## src/rtl/tt_sel_seq.sv

```systemverilog
// -----------------------------------------------------------------------------
// tt_sel_seq
//
// Purpose:
//   Drives the three design-select control pins of the top-level controller
//   (selector reset, selector increment, design enable) from a simple request
//   interface. A request carrying an address N produces the waveform:
//     sel_rst_n low for T_RST cycles,
//     a T_PULSE-cycle gap with sel_rst_n high,
//     N increment pulses (T_PULSE high, T_PULSE low each),
//     then ena is driven to the requested level.
//   An abort input cancels any in-flight sequence and parks the pins in a
//   safe state (selector held in reset, increment low, design disabled).
//
// Ports:
//   clk            system clock, all state updates on the rising edge
//   rst            asynchronous active-high reset
//   req_valid      request present
//   req_ready      request can be accepted (high only while idle)
//   req_addr       target design address = number of increment pulses
//   req_ena        ena level to apply once the address is reached
//   abort          synchronous abort of an in-flight sequence
//   busy           high whenever a sequence is in progress
//   done           one-cycle pulse when a sequence completes
//   cur_addr       address applied by the last completed sequence
//   cur_valid      cur_addr reflects the selector state
//   ctrl_sel_rst_n selector reset pin, active low (registered)
//   ctrl_sel_inc   selector increment strobe pin (registered)
//   ctrl_ena       design enable pin (registered)
//   state_dbg      current FSM state encoding, for observation only
//
// Handshake: a request transfers on a rising edge where req_valid and
// req_ready are both high. req_ready is high only in IDLE; a requester that
// raises req_valid while busy must hold it (with stable req_addr/req_ena)
// until that transfer edge. req_ready does not depend on req_valid.
// -----------------------------------------------------------------------------
module tt_sel_seq #(
    parameter int ADDR_W  = 10,
    parameter int T_RST   = 4,   // 1..255
    parameter int T_PULSE = 2    // 1..255
) (
    input  logic              clk,
    input  logic              rst,
    input  logic              req_valid,
    output logic              req_ready,
    input  logic [ADDR_W-1:0] req_addr,
    input  logic              req_ena,
    input  logic              abort,
    output logic              busy,
    output logic              done,
    output logic [ADDR_W-1:0] cur_addr,
    output logic              cur_valid,
    output logic              ctrl_sel_rst_n,
    output logic              ctrl_sel_inc,
    output logic              ctrl_ena,
    output logic [2:0]        state_dbg
);

    typedef enum logic [2:0] {
        S_IDLE   = 3'd0,
        S_RST    = 3'd1,
        S_GAP    = 3'd2,
        S_INC_HI = 3'd3,
        S_INC_LO = 3'd4,
        S_FIN    = 3'd5
    } state_t;

    // Timers are loaded with (duration - 1) and the phase ends on the edge
    // where the timer reads zero, so each phase lasts exactly its duration.
    localparam logic [7:0] RST_LOAD   = 8'(T_RST - 1);
    localparam logic [7:0] PULSE_LOAD = 8'(T_PULSE - 1);
    localparam logic [ADDR_W-1:0] CNT_ONE = ADDR_W'(1);

    state_t            state;
    logic [7:0]        timer;
    logic [ADDR_W-1:0] cnt;      // increments still to issue
    logic [ADDR_W-1:0] addr_q;   // address of the request in flight
    logic              ena_q;    // ena level of the request in flight

    assign req_ready = (state == S_IDLE);
    assign busy      = (state != S_IDLE);
    assign state_dbg = state;

    always_ff @(posedge clk or posedge rst) begin
        if (rst) begin
            state          <= S_IDLE;
            timer          <= '0;
            cnt            <= '0;
            addr_q         <= '0;
            ena_q          <= 1'b0;
            done           <= 1'b0;
            cur_addr       <= '0;
            cur_valid      <= 1'b0;
            ctrl_sel_rst_n <= 1'b0;
            ctrl_sel_inc   <= 1'b0;
            ctrl_ena       <= 1'b0;
        end else begin
            done <= 1'b0;

            // Abort wins over every sequencing step, including FIN, so an
            // aborted sequence never reports completion. It is ignored in
            // IDLE, which also makes a same-edge request win over abort.
            if (abort && (state != S_IDLE)) begin
                state          <= S_IDLE;
                timer          <= '0;
                ctrl_sel_inc   <= 1'b0;
                ctrl_ena       <= 1'b0;
                ctrl_sel_rst_n <= 1'b0;
            end else begin
                case (state)
                    S_IDLE: begin
                        // Pins keep their last values while idle.
                        if (req_valid) begin
                            cnt            <= req_addr;
                            addr_q         <= req_addr;
                            ena_q          <= req_ena;
                            ctrl_ena       <= 1'b0;
                            ctrl_sel_rst_n <= 1'b0;
                            cur_valid      <= 1'b0;
                            timer          <= RST_LOAD;
                            state          <= S_RST;
                        end
                    end

                    S_RST: begin
                        if (timer == 8'd0) begin
                            ctrl_sel_rst_n <= 1'b1;
                            timer          <= PULSE_LOAD;
                            state          <= S_GAP;
                        end else begin
                            timer <= timer - 8'd1;
                        end
                    end

                    S_GAP: begin
                        if (timer == 8'd0) begin
                            timer <= PULSE_LOAD;
                            if (cnt == '0) begin
                                state <= S_FIN;
                            end else begin
                                ctrl_sel_inc <= 1'b1;
                                state        <= S_INC_HI;
                            end
                        end else begin
                            timer <= timer - 8'd1;
                        end
                    end

                    S_INC_HI: begin
                        if (timer == 8'd0) begin
                            ctrl_sel_inc <= 1'b0;
                            timer        <= PULSE_LOAD;
                            state        <= S_INC_LO;
                        end else begin
                            timer <= timer - 8'd1;
                        end
                    end

                    S_INC_LO: begin
                        if (timer == 8'd0) begin
                            cnt   <= cnt - CNT_ONE;
                            timer <= PULSE_LOAD;
                            // Test the pre-decrement value against one so the
                            // decision never depends on a wrapped counter.
                            if (cnt == CNT_ONE) begin
                                state <= S_FIN;
                            end else begin
                                ctrl_sel_inc <= 1'b1;
                                state        <= S_INC_HI;
                            end
                        end else begin
                            timer <= timer - 8'd1;
                        end
                    end

                    S_FIN: begin
                        ctrl_ena  <= ena_q;
                        done      <= 1'b1;
                        cur_addr  <= addr_q;
                        cur_valid <= 1'b1;
                        state     <= S_IDLE;
                    end

                    default: begin
                        state <= S_IDLE;
                    end
                endcase
            end
        end
    end

endmodule

```

## config.mk

```make
export PLATFORM = sky130hd
export DESIGN_NAME = tt_sel_seq
export DESIGN_NICKNAME = d
export VERILOG_FILES = /design/src/rtl/tt_sel_seq.sv
export SDC_FILE = /design/constraint.sdc
export NUM_CORES = 1
export LEC_CHECK = 0
export BUFFER_PORTS_ARGS = -buffer_cell sky130_fd_sc_hd__buf_4
export CAP_MARGIN = 15
export CORE_MARGIN = 2
export CORE_UTILIZATION = 57
export CTS_BUF_LIST = sky130_fd_sc_hd__clkbuf_16
export DETAILED_ROUTE_END_ITERATION = 10
export HOLD_SLACK_MARGIN = 0.12
export PLACE_DENSITY = 0.85
export SLEW_MARGIN = 5
export SYNTH_ARGS = -nofsm -noshare
export SYNTH_HDL_FRONTEND = slang
export SYNTH_SLANG_ARGS = --single-unit
```

## constraint.sdc

```tcl
create_clock -name clk -period 2 [get_ports clk]
set_input_delay 0.4 -clock clk [delete_from_list [all_inputs] [get_ports clk]]
set_output_delay 0.4 -clock clk [all_outputs]
set_load 0.005 [all_outputs]
```

==> impl_metrics.env <==
export IMPL_drc_errors=0
export IMPL_syn_nets=271
export IMPL_ant_nets=0
export IMPL_p_sw_share_pct=38.7
export IMPL_clock_path_buffers=2
export IMPL_synth_cells=252
export IMPL_hold_viol_final=0
export IMPL_grt_ovfl_total=0
export IMPL_critPathKind="reg -> reg"
export IMPL_p_switching_mw=1.85
export IMPL_power_density_mw_per_mm2=1570
export IMPL_fin_crit_sh_pct=98.0
export IMPL_worst_path_largest_cell_delay_ps=500
export IMPL_critPathCaptureType="flip-flop"
export IMPL_comb_power_share_pct=44.5
export IMPL_synth_edf_count=0
export IMPL_crit_slowest_cell="or4b_4"
export IMPL_cts_tree="yes"
export IMPL_synth_most_common_cell="dfrtp_1"
export IMPL_io_pins=35
export IMPL_slew_viol_final=0
export IMPL_die_w_um=69.7
export IMPL_detail_route_wl_per_cell_um=16.6
export IMPL_leakagePower_nw=1.44
export IMPL_wl_mm=5.81
export IMPL_area_growth_pct=23.4
export IMPL_insertion_delay_ps=280
export IMPL_grt_start_max_net_pins=20
export IMPL_h_tree_depth=2
export IMPL_dr_total_vias=2143
export IMPL_grt_pass1_wl_mm=9.77
export IMPL_netlist_area_mm2=0.00246
export IMPL_cts_setup_buffers=0
export IMPL_drt_pass1_iter_count=4
export IMPL_crit_chain="inv_1, ha_1, or4b_4, nor2_4, a21oi_2, a221o_1"
export IMPL_cp_buffers_inverters=1
export IMPL_worstSetupStartpointType="flip-flop"
export IMPL_path_clk_slew_ps=60
export IMPL_setup_viol=0
export IMPL_ys_flop_type="dfrtp_1"
export IMPL_hold_class="in -> reg"
export IMPL_grt_antenna_before_repair=0
export IMPL_period_minus_slack_ps=1960
export IMPL_crit_fanout=8
export IMPL_synthTopCellsByCount="dfrtp_1, nand2_1, a21oi_1, nor2_1, mux2_2"
export IMPL_clock_skew_ps=4.25
export IMPL_clockRootBuffer="clkbuf_16"
export IMPL_core_mm2=0.00409
export IMPL_seq_area_frac_synth_pct=47.8
export IMPL_port_buffer_count=34
export IMPL_drive_above_1_share_pct=28.8
export IMPL_yosysTopAreaCell="dfrtp_1"
export IMPL_fp_row_count=23
export IMPL_whs_ps=317
export IMPL_status="completed"
export IMPL_internal_power_mw=2.93
export IMPL_seqPwrFrac_pct=36.2
export IMPL_vias_per_cell=6.14
export IMPL_fmax_mhz=510
export IMPL_grt_pass1_vias=2009
export IMPL_whs_path_depth=3
export IMPL_clock_sinks=47
export IMPL_first_iter_violations=135
export IMPL_synth_cell_types=63
export IMPL_synth_async_reset_ratio_pct=100
export IMPL_final_nets=318
export IMPL_place_gp_congestion=0.904
export IMPL_diodes=0
export IMPL_worstRegToRegCells=6
export IMPL_fp_dieArea_mm2=0.00486
export IMPL_grt_usage_pct=25.0
export IMPL_synth_seq_cells=47
export IMPL_critPathArrivalTime_ps=2120
export IMPL_synth_warnings=0
export IMPL_synth_top_area_share_pct=47.8
export IMPL_hpwl_mm=4.16
export IMPL_avgSynthCellArea_um2=9.77
export IMPL_power_mw=4.77
export IMPL_cp_top_family="simple AND/OR/NAND/NOR gates"
export IMPL_power_frac_clock_pct=19.3
export IMPL_cts_buffers_inserted=5
export IMPL_path_depth=6
export IMPL_slew_headroom_pct=65.4
export IMPL_maxCapViolations=0
export IMPL_die_height_um=69.7
export IMPL_initial_utilization_pct=60.3
export IMPL_yosys_top_cells_area="dfrtp_1, nand2_1, mux2_2, a21oi_1, ha_1"
export IMPL_cp_required_ps=2160
export IMPL_tightestPinTransition_ps=517
export IMPL_vdd_ir_drop_max_v=0.000723
## cells in the final DEF (no fill, tap or decap), types with 2 or more instances in the layout
master / Yosys / final
a211oi_1: 2 / 2
a21o_1: 2 / 2
a21oi_1: 12 / 12
a221o_1: 3 / 3
a221oi_1: 2 / 2
a31oi_1: 2 / 2
buf_4: 1 / 51
clkbuf_16: 0 / 5
dfrtp_1: 47 / 47
ha_1: 4 / 4
inv_1: 9 / 7
inv_2: 0 / 2
mux2_2: 11 / 11
nand2_1: 45 / 45
nand2b_1: 3 / 3
nand3_1: 5 / 5
nand3b_1: 2 / 2
nor2_1: 12 / 12
nor2b_1: 3 / 3
nor3_1: 7 / 7
nor3b_2: 1 / 2
nor4_1: 2 / 2
o211ai_1: 4 / 4
o21ai_0: 9 / 9
o22ai_1: 3 / 3
o31ai_1: 4 / 4
or3_1: 6 / 6
or3_2: 2 / 2
or4_1: 3 / 3
xor2_1: 2 / 2
## logic make-up (layout without fill, tap and decap cells)
family	Yosys count	in the layout	synth area share, %
and+or+nand+nor	106	106	22.9
AOI/OAI and AO/OA	59	59	17.3
DFF	47	47	47.8
buffers and inverters	21	68	3.56
muxes	12	12	5.44
adders and majority gates	4	4	2.03
xor gates and xnor gates	3	3	1.07
## layer usage
layer | vias to the layer above | track usage, % | share of wire, %
li1 | 1011 | - | -
met3 | 9 | 5.09 | 5.7
met4 | 0 | 7.91 | 1.7
met2 | 73 | 39.9 | 48
met5 | - | 0 | 0
met1 | 1050 | 34.5 | 45
## area by class of cell
type | instances | area [um2]
tap | 50 | 62.6
clock inverter | 2 | 37.5
multi-input combinational | 184 | 1210
timing repair buffer | 52 | 393
sequential | 47 | 1180
clock buffer | 5 | 125
fill | 302 | 1050
inverter | 9 | 33.8
## final timing paths
check / startpoint / to / slack, ps
setup / recovery: timer[1] / cnt[0] / 40
hold / removal: req_addr[5] / addr_q[5] / 320
setup reg to reg: timer[1] / cnt[0] / 40
hold reg to reg: addr_q[5] / addr_q[5] / 470
max in group asynchronous: rst / timer[1] / 780
min in group asynchronous: rst / cur_addr[8] / 660
## through the flow
step | setup WS (ps) | TNS (ps) | utilization (%) | cell area (um2) | cells
floorplan | 206 | 0 | - | 2460 | 252
global placement | 149 | 0 | 69.8 | 2850 | 341
detailed placement | 79.4 | 0 | 69.8 | 2850 | 341
CTS | 46.2 | 0 | 74.1 | 3030 | 349
global route | -20.2 | -29.7 | 74.3 | 3040 | 349
finish | 41.0 | 0 | 74.3 | 3040 | 349
## worst reg2reg max path, stage by stage (launching register included)
cell and delay, ps:
dfrtp_1 410, inv_1 120, ha_1 200, or4b_4 500, nor2_4 120, a21oi_2 140, a221o_1 350
## sequential cells by signal (all words and copies together) (netlist names)
signal,flops
cur_valid,1
addr_q,10
ctrl_sel_rst_n,1
done,1
state_dbg,3
ena_q,1
timer,8
ctrl_ena,1
cur_addr,10
cnt,10
ctrl_sel_inc,1
## what timing repair did
action                                  CTS  global route
hold buffers                              1             0
endpoints found under the hold margin    17             0
endpoints found under the setup margin    0             5
resized for setup                         0             4
## power by group through the flow
| stage | clock network (mW) | logic [mW] | registers, mW |
|---|---|---|---|
| 2_1_floorplan | 0 | 1.38 | 1.63 |
| 3_3_place_gp | 0 | 2.01 | 1.69 |
| 3_5_place_dp | 0 | 2.08 | 1.72 |
| 4_1_cts | 0.935 | 2.10 | 1.71 |
| 5_1_grt | 0.968 | 2.34 | 1.79 |
| 6_report | 0.922 | 2.12 | 1.73 |
No activity file was read; power rests on OpenSTA's default activity.
